File: src/rtl/cnt_share_arb_if.sv
// cnt_share_arb_if
// Bundles the requester-facing signals of the shared-counter arbiter.
//
//   req      requesters -> arbiter  per-requester ownership request (level)
//   inc      requesters -> arbiter  per-requester increment strobe
//   gnt      arbiter -> requesters  one-hot grant, all-zero when nobody owns
//   owner    arbiter -> requesters  index of the current owner (valid when busy)
//   busy     arbiter -> requesters  some grant bit is set
//   cnt_clr  arbiter -> counter     one-cycle clear pulse on each new grant
//   cnt_en   arbiter -> counter     increment enable gated to the owner
//   preempt  arbiter -> requesters  one-cycle pulse when a hold timeout revokes a grant
//
// The master modport is the requester/counter side, the slave modport is
// the arbiter itself.
interface cnt_share_arb_if #(
    parameter int NREQ = 4
);
    logic [NREQ-1:0] req;
    logic [NREQ-1:0] inc;
    logic [NREQ-1:0] gnt;
    logic [2:0]      owner;
    logic            busy;
    logic            cnt_clr;
    logic            cnt_en;
    logic            preempt;

    modport master (
        output req,
        output inc,
        input  gnt,
        input  owner,
        input  busy,
        input  cnt_clr,
        input  cnt_en,
        input  preempt
    );

    modport slave (
        input  req,
        input  inc,
        output gnt,
        output owner,
        output busy,
        output cnt_clr,
        output cnt_en,
        output preempt
    );
endinterface

File: src/rtl/cnt_share_arb.sv
// cnt_share_arb
// Round-robin arbiter that shares one increment counter among NREQ
// requesters. The current owner's inc strobe drives the counter enable,
// every new grant clears the counter, and an owner is forced off after
// MAX_HOLD cycles so nobody starves. A one-cycle gap separates owners so
// the previous owner's inc can never leak into the next owner's count.
//
// Ports:
//   clk   clock, all state changes on the rising edge
//   rst   asynchronous active-low reset (0 = in reset)
//   bus   cnt_share_arb_if slave modport (req/inc in; gnt, owner, busy,
//         cnt_clr, cnt_en, preempt out)
module cnt_share_arb #(
    parameter int NREQ     = 4,
    parameter int MAX_HOLD = 16
) (
    input logic           clk,
    input logic           rst,
    cnt_share_arb_if.slave bus
);

    typedef enum logic [1:0] {
        IDLE = 2'd0,
        OWN  = 2'd1,
        GAP  = 2'd2
    } state_t;

    state_t          state, state_nxt;
    logic [NREQ-1:0] gnt_q, gnt_nxt;
    logic [2:0]      owner_q, owner_nxt;
    logic [2:0]      last_q, last_nxt;
    logic [7:0]      hold_q, hold_nxt;
    logic            clr_q, clr_nxt;
    logic            pre_q, pre_nxt;

    logic [7:0]      req_ext;
    logic [3:0]      idx;
    logic [2:0]      sel;
    logic            found;
    logic            owner_req;

    // Round-robin search starting just after the last granted requester.
    // The previous owner is therefore examined last, which is what pushes
    // a preempted requester behind everyone else still waiting.
    always_comb begin
        req_ext = 8'(bus.req);
        idx     = '0;
        sel     = last_q;
        found   = 1'b0;
        for (int i = 1; i <= NREQ; i++) begin
            idx = {1'b0, last_q} + 4'(i);
            if (idx >= 4'(NREQ)) begin
                idx = idx - 4'(NREQ);
            end
            if (!found && req_ext[idx[2:0]]) begin
                sel   = idx[2:0];
                found = 1'b1;
            end
        end
    end

    // gnt is one-hot, so masking req with it picks out req[owner] without
    // a variable index into a vector narrower than the owner field.
    assign owner_req = |(bus.req & gnt_q);

    // Next-state logic. IDLE grants, OWN watches for release or timeout,
    // GAP is the single dead cycle between two owners.
    always_comb begin
        state_nxt = state;
        gnt_nxt   = gnt_q;
        owner_nxt = owner_q;
        last_nxt  = last_q;
        hold_nxt  = hold_q;
        clr_nxt   = 1'b0;
        pre_nxt   = 1'b0;
        case (state)
            IDLE: begin
                if (found) begin
                    state_nxt = OWN;
                    gnt_nxt   = NREQ'(8'd1 << sel);
                    owner_nxt = sel;
                    last_nxt  = sel;
                    hold_nxt  = '0;
                    clr_nxt   = 1'b1;
                end
            end
            OWN: begin
                if (!owner_req) begin
                    // A release on the timeout edge is still only a release.
                    state_nxt = GAP;
                    gnt_nxt   = '0;
                end else if (hold_q == 8'(MAX_HOLD - 1)) begin
                    state_nxt = GAP;
                    gnt_nxt   = '0;
                    pre_nxt   = 1'b1;
                end else if (hold_q != 8'(MAX_HOLD)) begin
                    hold_nxt = hold_q + 8'd1;
                end
            end
            GAP: begin
                state_nxt = IDLE;
            end
            default: begin
                state_nxt = IDLE;
                gnt_nxt   = '0;
            end
        endcase
    end

    // State register. last resets to NREQ-1 so requester 0 wins first.
    always_ff @(posedge clk or negedge rst) begin
        if (!rst) begin
            state   <= IDLE;
            gnt_q   <= '0;
            owner_q <= '0;
            last_q  <= 3'(NREQ - 1);
            hold_q  <= '0;
            clr_q   <= 1'b0;
            pre_q   <= 1'b0;
        end else begin
            state   <= state_nxt;
            gnt_q   <= gnt_nxt;
            owner_q <= owner_nxt;
            last_q  <= last_nxt;
            hold_q  <= hold_nxt;
            clr_q   <= clr_nxt;
            pre_q   <= pre_nxt;
        end
    end

    // cnt_en is the owner's inc bit, masked during the clear cycle so the
    // clear always wins. Because it is built from gnt, an asynchronous
    // reset kills it in the same cycle.
    assign bus.gnt     = gnt_q;
    assign bus.owner   = owner_q;
    assign bus.busy    = |gnt_q;
    assign bus.cnt_clr = clr_q;
    assign bus.preempt = pre_q;
    assign bus.cnt_en  = |(bus.inc & gnt_q) & ~clr_q;

endmodule

File: src/flat_wrapper.sv
// flat-port wrapper written by rule: the top's interface ports become plain ports
module cnt_share_arb_flat 
#(
    parameter int NREQ     = 4,
    parameter int MAX_HOLD = 16
)
  (clk, rst, bus_req, bus_inc, bus_gnt, bus_owner, bus_busy, bus_cnt_clr, bus_cnt_en, bus_preempt);
  cnt_share_arb_if #(.NREQ(NREQ)) bus_i ();
  input logic clk;
  input logic rst;
  input wire logic [$bits(bus_i.req)-1:0] bus_req;
  input wire logic [$bits(bus_i.inc)-1:0] bus_inc;
  output wire logic [$bits(bus_i.gnt)-1:0] bus_gnt;
  output wire logic [$bits(bus_i.owner)-1:0] bus_owner;
  output wire logic [$bits(bus_i.busy)-1:0] bus_busy;
  output wire logic [$bits(bus_i.cnt_clr)-1:0] bus_cnt_clr;
  output wire logic [$bits(bus_i.cnt_en)-1:0] bus_cnt_en;
  output wire logic [$bits(bus_i.preempt)-1:0] bus_preempt;
  assign bus_i.req = bus_req;
  assign bus_i.inc = bus_inc;
  assign bus_gnt = bus_i.gnt;
  assign bus_owner = bus_i.owner;
  assign bus_busy = bus_i.busy;
  assign bus_cnt_clr = bus_i.cnt_clr;
  assign bus_cnt_en = bus_i.cnt_en;
  assign bus_preempt = bus_i.preempt;
  cnt_share_arb #(.NREQ(NREQ), .MAX_HOLD(MAX_HOLD)) u_core (.clk(clk), .rst(rst), .bus(bus_i));
endmodule
File: config.mk
export PLATFORM = sky130hd
export DESIGN_NAME = cnt_share_arb_flat
export DESIGN_NICKNAME = d
export VERILOG_FILES = /design/src/rtl/cnt_share_arb_if.sv /design/src/rtl/cnt_share_arb.sv /design/src/flat_wrapper.sv
export SDC_FILE = /design/constraint.sdc
export NUM_CORES = 1
export LEC_CHECK = 0
export BUFFER_PORTS_ARGS = -buffer_cell sky130_fd_sc_hd__buf_4
export CORE_MARGIN = 2
export CORE_UTILIZATION = 60
export CTS_CLUSTER_DIAMETER = 50
export DETAILED_ROUTE_END_ITERATION = 16
export MAX_ROUTING_LAYER = met4
export PLACE_DENSITY = 0.8
export REMOVE_ABC_BUFFERS = 1
export SYNTH_ARGS = -nofsm -noshare
export SYNTH_HDL_FRONTEND = slang
export SYNTH_SLANG_ARGS = --single-unit
File: constraint.sdc
create_clock -name clk -period 3.9 [get_ports clk]
set_input_delay 0.195 -clock clk [delete_from_list [all_inputs] [get_ports clk]]
set_output_delay 0.195 -clock clk [all_outputs]
set_load 0.1 [all_outputs]
=== After elaboration in Yosys (flattened, before gate mapping) ===
Cells that the tools add are included.

* Shifts and indexed selects: 1
* Bitwise gates (word level): 5
* $add $sub $neg: 9
* Multiplexer cells: 38
* Equality and inequality tests: 9
* Magnitude comparators: 8
* Reductions and logical operators: 15

{| class="wikitable"
|+ Operators by type and width
! operator !! number
|-
| $mux 8 || 4
|-
| $mux 3 || 8
|-
| $ge 4x3->1 const B || 4
|-
| $lt 3x4->1 const B || 4
|-
| $pmux 8 s2 || 1
|-
| $mux 1 || 13
|-
| $bmux 1 s3 || 4
|-
| $mux 4 || 3
|-
| $pmux 4 s3 || 1
|-
| $reduce_or 4->1 || 3
|-
| $sub 3x3->3 const B || 4
|-
| $add 3x2->4 const B || 2
|-
| $add 8x1->8 const B || 1
|-
| $and 4x4->4 || 2
|-
| $eq 8x4->1 const B || 1
|-
| $ne 8x5->1 const B || 1
|-
| $mux 2 || 3
|-
| $ne 2x1->1 const B || 3
|-
| $reduce_and 5->1 || 1
|-
| $add 3x1->4 const B || 1
|-
| $add 3x3->4 const B || 1
|-
| $pmux 2 s2 || 1
|-
| $reduce_and 2->1 || 2
|-
| $shl 1x3->4 const A || 1
|-
| other kinds (11) || 16
|}

* Logic and storage cells: 92
* Flip-flop bits (word level): 22
* Output and inout port bits: 11

=== Logic depth before layout (Yosys ltp) ===
Gate-level depths: netlist of run 1.

* Word-level depth: 18
* Mapped depth: 9

=== Least setup slack after synthesis of run 1 ===
OpenSTA, ideal clock, no wires.

* Path kind: reg-to-output
* From: reg u_core.gnt_q[2], in the netlist u_core.bus.gnt[2]
* To: out bus_cnt_en
* Arrival: 2666 ps
* Stages on the path, launching flop included: 3
* Setup slack: 1039 ps
* Required time: 3705 ps
* Cells stage by stage: dfrtp_1 -> a22oi_1 -> a21oi_1

* Word-level cells in the longest chain between the ends: 3

{| class="wikitable"
|+ Ends and longest elaborated chain
! what !! line !! RTL
|-
| from (decl) || cnt_share_arb.sv:29 || <nowiki>logic [NREQ-1:0] gnt_q, gnt_nxt;</nowiki>
|-
| from (signal assigned) || cnt_share_arb.sv:122 || <nowiki>gnt_q <= gnt_nxt;</nowiki>
|-
| $and 4x4->4 || cnt_share_arb.sv:139 || <nowiki>assign bus.cnt_en = |(bus.inc & gnt_q) & ~clr_q;</nowiki>
|-
| $reduce_or 4->1 || cnt_share_arb.sv:139 ||
|-
| $and 1x1->1 || cnt_share_arb.sv:139 ||
|-
| to (decl) || flat_wrapper.sv:17 || <nowiki>output wire logic [$bits(bus_i.cnt_en)-1:0] bus_cnt_en;</nowiki>
|}

No other way between the ends.

=== Final worst setup path of run 1 ===
* From: reg u_core.last_q[0]
* To: reg u_core.owner_q[1], in the netlist u_core.bus.owner[1]

* Word-level cells in the longest chain between the ends: 16
* Elaborated cells between the ends (all ways): 39
* Classes of those cells: add/sub: 8; order compare: 4; mux: 20; reduce/logical: 7

{| class="wikitable"
|+ Ends and longest elaborated chain
! what !! line !! RTL
|-
| from (decl) || cnt_share_arb.sv:31 || <nowiki>logic [2:0] last_q, last_nxt;</nowiki>
|-
| from (signal assigned) || cnt_share_arb.sv:116 || <nowiki>last_q <= 3'(NREQ - 1);</nowiki>
|-
| from (signal assigned) || cnt_share_arb.sv:124 || <nowiki>last_q <= last_nxt;</nowiki>
|-
| $add 3x1->4 || cnt_share_arb.sv:51 || <nowiki>idx = {1'b0, last_q} + 4'(i);</nowiki>
|-
| $ge 4x3->1 or $sub 3x3->3 (tied branches) || cnt_share_arb.sv:52, cnt_share_arb.sv:53 ||
|-
| $mux 3 || cnt_share_arb.sv:52 || <nowiki>if (idx >= 4'(NREQ)) begin</nowiki>
|-
| $bmux 1 s3 || cnt_share_arb.sv:55 || <nowiki>if (!found && req_ext[idx[2:0]]) begin</nowiki>
|-
| $mux 1 (not written as such) || cnt_share_arb.sv:55 ||
|-
| $mux 1 || cnt_share_arb.sv:55 ||
|-
| $logic_not 1->1 || cnt_share_arb.sv:55 ||
|-
| $logic_and 1x1->1 || cnt_share_arb.sv:55 ||
|-
| $mux 1 || cnt_share_arb.sv:55 ||
|-
| $logic_not 1->1 || cnt_share_arb.sv:55 ||
|-
| $logic_and 1x1->1 || cnt_share_arb.sv:55 ||
|-
| $mux 1 || cnt_share_arb.sv:55 ||
|-
| $logic_not 1->1 || cnt_share_arb.sv:55 ||
|-
| $logic_and 1x1->1 || cnt_share_arb.sv:55 ||
|-
| $mux 1 || cnt_share_arb.sv:55 ||
|-
| $reduce_and 2->1 (no line) || - ||
|-
| to (signal assigned) || cnt_share_arb.sv:123 || <nowiki>owner_q <= owner_nxt;</nowiki>
|-
| to (decl) || cnt_share_arb.sv:30 || <nowiki>logic [2:0] owner_q, owner_nxt;</nowiki>
|}

Parallel ways exist; a longest one is shown, timed or not. The select of a mux whose other input is x is not followed.
A chain may end at the register's enable or synchronous reset.

==> metrics.yaml, run 1 <==
dr.pass1.iters: 4
p_int_uw: 645.6
ys_seq_area_share_pct: 38.61
cp_max_fo: 15
cts_buffers: 3
seqPwrFrac_pct: 26.0
synth.area.top_cells: "dfrtp_1, dfstp_2, xor2_1, ha_1, mux4_2"
ys_ff_latch: 21
crit_start: "u_core.last_q[0]$_DFFE_PN1P_"
wl_mm: 2.867
grt_pass1_vias: 1079
row_count: 17
synth.most_common_cell: "dfrtp_1"
die_w_um: 51.74
leakagePower_uw: 0.0007101
grt_pass1_wl_mm: 4.726
die_y_um: 51.74
path_class: "reg2reg"
synth.largest_area_cell: "dfrtp_1"
synth_top_area_share_pct: 34.77
p_clk_share_pct: 7.1
vias_per_cell: 6.144
synth_ff_type: "dfrtp_1"
avgRoutedWirePerCell_um: 15.93
synth_fa_ha_area_share_pct: 3.660
rsz0062_at_grt: "false"
die_area_um2: 2677
synth_common_cells: "dfrtp_1, inv_1, nor2_1"
dr.first_iter.drc_count: 21
synthCells: 130
initial_core_util_pct: 62.42
synth_cell_type_count: 47
power.density_nw_per_um2: 913.4
grt_overflow: 0
finClkSkew_ns: 0.009639
max_cap_viol_count: 0
async_flop_share_pct: 100.0
clk_latency_ns: 0.30
antenna_found_initial: 0
grtUsageTotal_pct: 24.62
io_pins: 21
post-place-cells: 175
maxSlewViolCount: 0
synthMuxAreaShare_pct: 10.06
final.min_clock_period_ns: 2.974
synth_top_family_by_area: "compound AO/OA/AOI/OAI gates"
combPwrFrac_pct: 66.8
max_freq_mhz: 336.3
status: "complete, no violations"
area_growth_pct: 14.64
drc: 0
tns_ns: 0
clk_path_buf_depth: 2
place_congestion: 0.9308
via_count: 1106
coreArea_um2: 2191
hold_violations: 0
setup_violations: 0
antenna_cells: 0
ir_drop_v: 0.0007060
dp_hpwl_mm: 2.151
worst_setup_path_start_kind: "flop"
port_buffers: 20
htree_levels: 1
fin_crit_sh_pct: 76.25
grt_max_degree: 22
hp-class: "in2async"
avgSynthCellArea_um2: 10.52
regToRegStartpoint: "u_core.last_q[0]$_DFFE_PN1P_"
drive_gt1_share_pct: 25.66
synth_area_um2: 1368
synth_xor_area_share_pct: 3.843
end_kind: "flop"
p_switching_uw: 786.3
cts_tree: "built"
synth_compound_gate_area_share_pct: 20.95
fin_cells: 180
yosysWarnings: 0
crit_required_ns: 4.10
path_clk_slew_ns: 0.12
root_buffer: "clkbuf_4"
yosys.area_share.simple_pct: 18.21
ant_nets: 0
synth_edf_count: 0
slew_headroom_pct: 58.58
arrival_ns: 3.17
final_net_count: 167
worst_slew_pin_slew_ns: 0.6193
swShare_pct: 54.91
utilization_pct: 71.56
clkSinkCount: 21
[state kept, by name (all words and copies together), names as in the netlist]
register and count:
u_core.bus.preempt 1, u_core.bus.owner 2, u_core.hold_q 8, u_core.bus.cnt_clr 1, u_core.bus.gnt 4, u_core.state 2, u_core.last_q 3
[final timing paths]
path | end | slack, ns | depth (start not counted)
worst min register to register | u_core.bus.owner[1]$_DFFE_PN0P_ | 0.53 | 1
worst max register to register | u_core.bus.owner[1]$_DFFE_PN0P_ | 0.93 | 7
max in group asynchronous | u_core.last_q[1]$_DFFE_PN1P_ | 3.32 | 2
worst max-delay path | u_core.bus.owner[1]$_DFFE_PN0P_ | 0.93 | 7
worst min-delay path | u_core.bus.preempt$_DFF_PN0_ | 0.30 | 2
min in group clk | u_core.state[0]$_DFFE_PN0P_ | 0.49 | 4
[what timing repair did]
item                                   4_1_cts  5_1_grt
hold buffers                                 1        0
endpoints found under the hold margin       19        0
buffers inserted                             0        0
resized for setup                            0        0
[through the flow]
| step | area [um^2] | hold slack [ns] | setup slack [ns] | total power [uW] |
|---|---|---|---|---|
| after detailed placement | 1530 | 0.08977 | 0.9454 | 1329 |
| after floorplan | 1345 | -0.1006 | 1.039 | 1129 |
| after global placement | 1530 | 0.08791 | 1.017 | 1303 |
| after global routing | 1568 | 0.3190 | 0.7954 | 1517 |
| after CTS | 1568 | 0.2981 | 0.9375 | 1435 |
| final | 1568 | 0.3004 | 0.9262 | 1432 |
[area by class of cell]
cell class	count	area (um^2)
Timing Repair Buffer	21	160.2
Tap cell	28	35.03
Fill cell	171	623.1
Sequential cell	21	528.0
Inverter	11	41.29
Clock buffer	3	22.52
Multi-Input combinational cell	95	775.7
Clock inverter	1	5.005
[critical path, stage by stage (launching register included)]
cell and delay [ns]:
dfstp_2 0.72, inv_1 0.14, ha_1 0.40, mux4_2 0.42, a221oi_2 0.04, o211a_1 0.26
nor3_4 0.50, mux2_2 0.40
[kinds of logic (layout without fill, tap and decap cells)]
| logic type | Yosys count | after routing |
|---|---|---|
| buf+inv | 14 | 36 |
| fa+ha+maj | 4 | 4 |
| flops | 21 | 21 |
| mux | 10 | 10 |
| xor+xnor | 6 | 6 |
| simple gates | 41 | 41 |
| compound gates | 34 | 34 |
[routing by layer]
layer / vias up / global-route usage, % / share of wire (%) / wire (um)
li1: 534 / - / - / -
met1: 534 / 28.03 / 43 / 1222
met2: 34 / 44.44 / 52 / 1481
met3: 4 / 2.874 / 4.4 / 127
met4: 0 / 9.211 / 1.2 / 35
met5: - / - / 0 / 0
[power groups by stage]
stage	sequential [uW]	clock (uW)	combinational, uW
after global placement	370	0	933
after detailed placement	376	0	953
after global routing	383	113	1020
final	372	102	957
after floorplan	561	0	568
after CTS	371	106	958
[cells in the final DEF (no fill, tap or decap), types with 2 or more instances in the layout]
cell and count:
o21ai_0 2, ha_1 4, a311o_1 2, and2_1 3
dfstp_2 2, o32ai_1 4, o22ai_1 2, mux2_2 3
clkbuf_4 3, inv_1 11, mux2i_1 3, buf_4 20
xor2_1 6, o21bai_1 2, nand4_1 7, a22oi_1 5
nand2_1 4, mux4_2 2, nand3_1 2, nor2b_1 5
nor2_1 10, a21o_1 2, a21oi_1 5, dfrtp_1 19
(Power assumes the default switching activity.)
==> run 2, diff against run 1 <==
CORE_UTILIZATION = 50   (was 60)
PLACE_DENSITY = 0.7   (was 0.8)
clock period = 2.6 ns   (was 3.9 ns; I/O delays follow)
==> run 2 against run 1 <==
Effect of this change: sequential power increased by 36%; clock power increased by 49%; critical endpoint is now u_core.state[0]$_DFFE_PN0P_; utilization decreased by 6.7 points; largest power group unchanged.
==> metrics.yaml, run 2 (synthesis gave the netlist of run 1 again) <==
status: "complete, no violations"
place_congestion: 0.8379  # -10%
antenna_found_initial: 0  # unchanged
io_pins: 21  # unchanged
drive_gt1_share_pct: 29.81  # +4.2 points
cp_max_fo: 10  # -5
die_area_um2: 3170  # +18%
max_cap_viol_count: 0  # unchanged
timing.hold.ws_ns: 0.2335  # -0.06698 ns
htree_levels: 1  # unchanged
worst_setup_path_start_kind: "flop"
largest_reg_flops: 8  # unchanged
clk_latency_ns: 0.30  # about the same
hold_violations: 0  # unchanged
power.density_nw_per_um2: 1417  # +55%
fin_ws_ns: 0.07534  # -0.8509 ns
area_growth_pct: 20.68
wl_mm: 3.026  # +5.5%
via_count: 1178  # +6.5%
ir_drop_v: 0.001293  # +83%
port_buffers: 20  # unchanged
row_count: 18  # +1
clkSinkCount: 21  # unchanged
die_y_um: 56.30  # +8.8%
finClkSkew_ns: 0.01077  # +0.001133 ns
place_ws_ns: 0.04154  # -0.9039 ns
final_common_cell: "buf_4"
cts_tree: "built"
slew_headroom_pct: 60.96  # +2.4 points
tns_ns: 0  # unchanged
avgRoutedWirePerCell_um: 15.84  # -0.53%
path_clk_slew_ns: 0.12  # about the same
clk_path_buf_depth: 2  # unchanged
die_w_um: 56.30  # +8.8%
coreArea_um2: 2545  # +16%
crit_required_ns: 2.79  # -1.31 ns
final_net_count: 176  # +5.4%
cts_buffers: 3  # unchanged
final_cell_mix: "buf_4, dfrtp_1, inv_1, nor2_1, nand4_1"
fin_cells: 191  # +6.1%
ant_nets: 0  # unchanged
vias_per_cell: 6.168  # +0.38%
post-place-cells: 184  # +5.1%
grt_pass1_vias: 1114  # +3.2%
fin_crit_sh_pct: 97.10  # +21 points
hp-class: "in2async"
dp_hpwl_mm: 2.207  # +2.6%
leakagePower_uw: 0.0007581  # +6.8%
arrival_ns: 2.71  # -0.46 ns
antenna_cells: 0  # unchanged
final.min_clock_period_ns: 2.525  # -0.4491 ns
dr.pass1.iters: 4  # unchanged
initial_core_util_pct: 53.74  # -8.7 points
drc: 0  # unchanged
grt_overflow: 0  # unchanged
end_kind: "flop"
largest_register: "u_core.hold_q"
root_buffer: "clkbuf_4"
grt_pass1_wl_mm: 4.961  # +5.0%
setup_violations: 0  # unchanged
maxSlewViolCount: 0  # unchanged
grtUsageTotal_pct: 20.31  # -4.3 points
max_freq_mhz: 396.1  # +18%
grt_max_degree: 22  # unchanged
dr.first_iter.drc_count: 44  # +110%
power_uw: 2339  # +63%
path_class: "reg2reg"
worst_slew_pin_slew_ns: 0.5856  # -0.03377 ns
==> run 2: cell count changes in the layout (fill, tap and decap cells not counted) <==
| cell | delta |
|---|---|
| o21ai_1 | +1 |
| buf_4 | +8 |
| buf_12 | +1 |
| o21ai_0 | -1 |
==> run 2: worst max-delay path, cell delays in order (launching register included) <==
cell and delay, ns:
dfstp_2 0.54, inv_1 0.07, ha_1 0.34, mux4_2 0.54, a221oi_2 0.20, o211a_1 0.23, nor3_4 0.07, buf_12 0.15
buf_4 0.15, o21bai_1 0.14
==> run 2: layout make-up <==
type | instances | area [um^2]
fill | 208 | 894.6
inverter | 11 | 41.29
clock buffer | 3 | 22.52
multi-input combinational | 95 | 775.7
sequential | 21 | 528.0
tap | 30 | 37.54
timing repair buffer | 30 | 240.2
clock inverter | 1 | 5.005
==> run 2: timing repair <==
action                     4_1_cts  5_1_grt
resized for setup                0        1
hold buffers                     1        0
setup buffers                    0        2
hold endpoints to repair        21        0
setup endpoints to repair        0        3
==> run 2: path summary, 6_finish.rpt <==
kind,depth (start not counted),to,slack [ns],startpoint
worst max-delay path,9,u_core.state[0]$_DFFE_PN0P_,0.08,u_core.last_q[0]$_DFFE_PN1P_
worst min-delay path,2,u_core.hold_q[7]$_DFFE_PN0P_,0.23,rst
worst max register to register,9,u_core.state[0]$_DFFE_PN0P_,0.08,u_core.last_q[0]$_DFFE_PN1P_
worst min register to register,2,u_core.last_q[1]$_DFFE_PN1P_,0.51,u_core.last_q[1]$_DFFE_PN1P_
max in group asynchronous,2,u_core.last_q[0]$_DFFE_PN1P_,2.09,rst
min in group clk,4,u_core.state[1]$_DFFE_PN0P_,0.40,bus_req[1]
==> run 2: per-stage QoR <==
stage / utilization (%) / instance area [um^2]
floorplan: - / 1345
global placement: 62.29 / 1585
detailed placement: 62.29 / 1585
CTS: 63.77 / 1623
global route: 64.85 / 1650
finish: 64.85 / 1650
==> run 2: metal layers <==
layer	share of wire [%]	global-route usage [%]
met1	43	25.93
met2	51	33.11
met3	4.4	2.304
met4	1.6	8.163
met5	0	-
==> run 2: report_power, final <==
part           internal (uW)  leakage, uW  total (uW)  switching (uW)
combinational            631     0.000466        1680            1050
clock                   57.3    0.0000177         152            94.8
sequential               427     0.000275         506            79.1
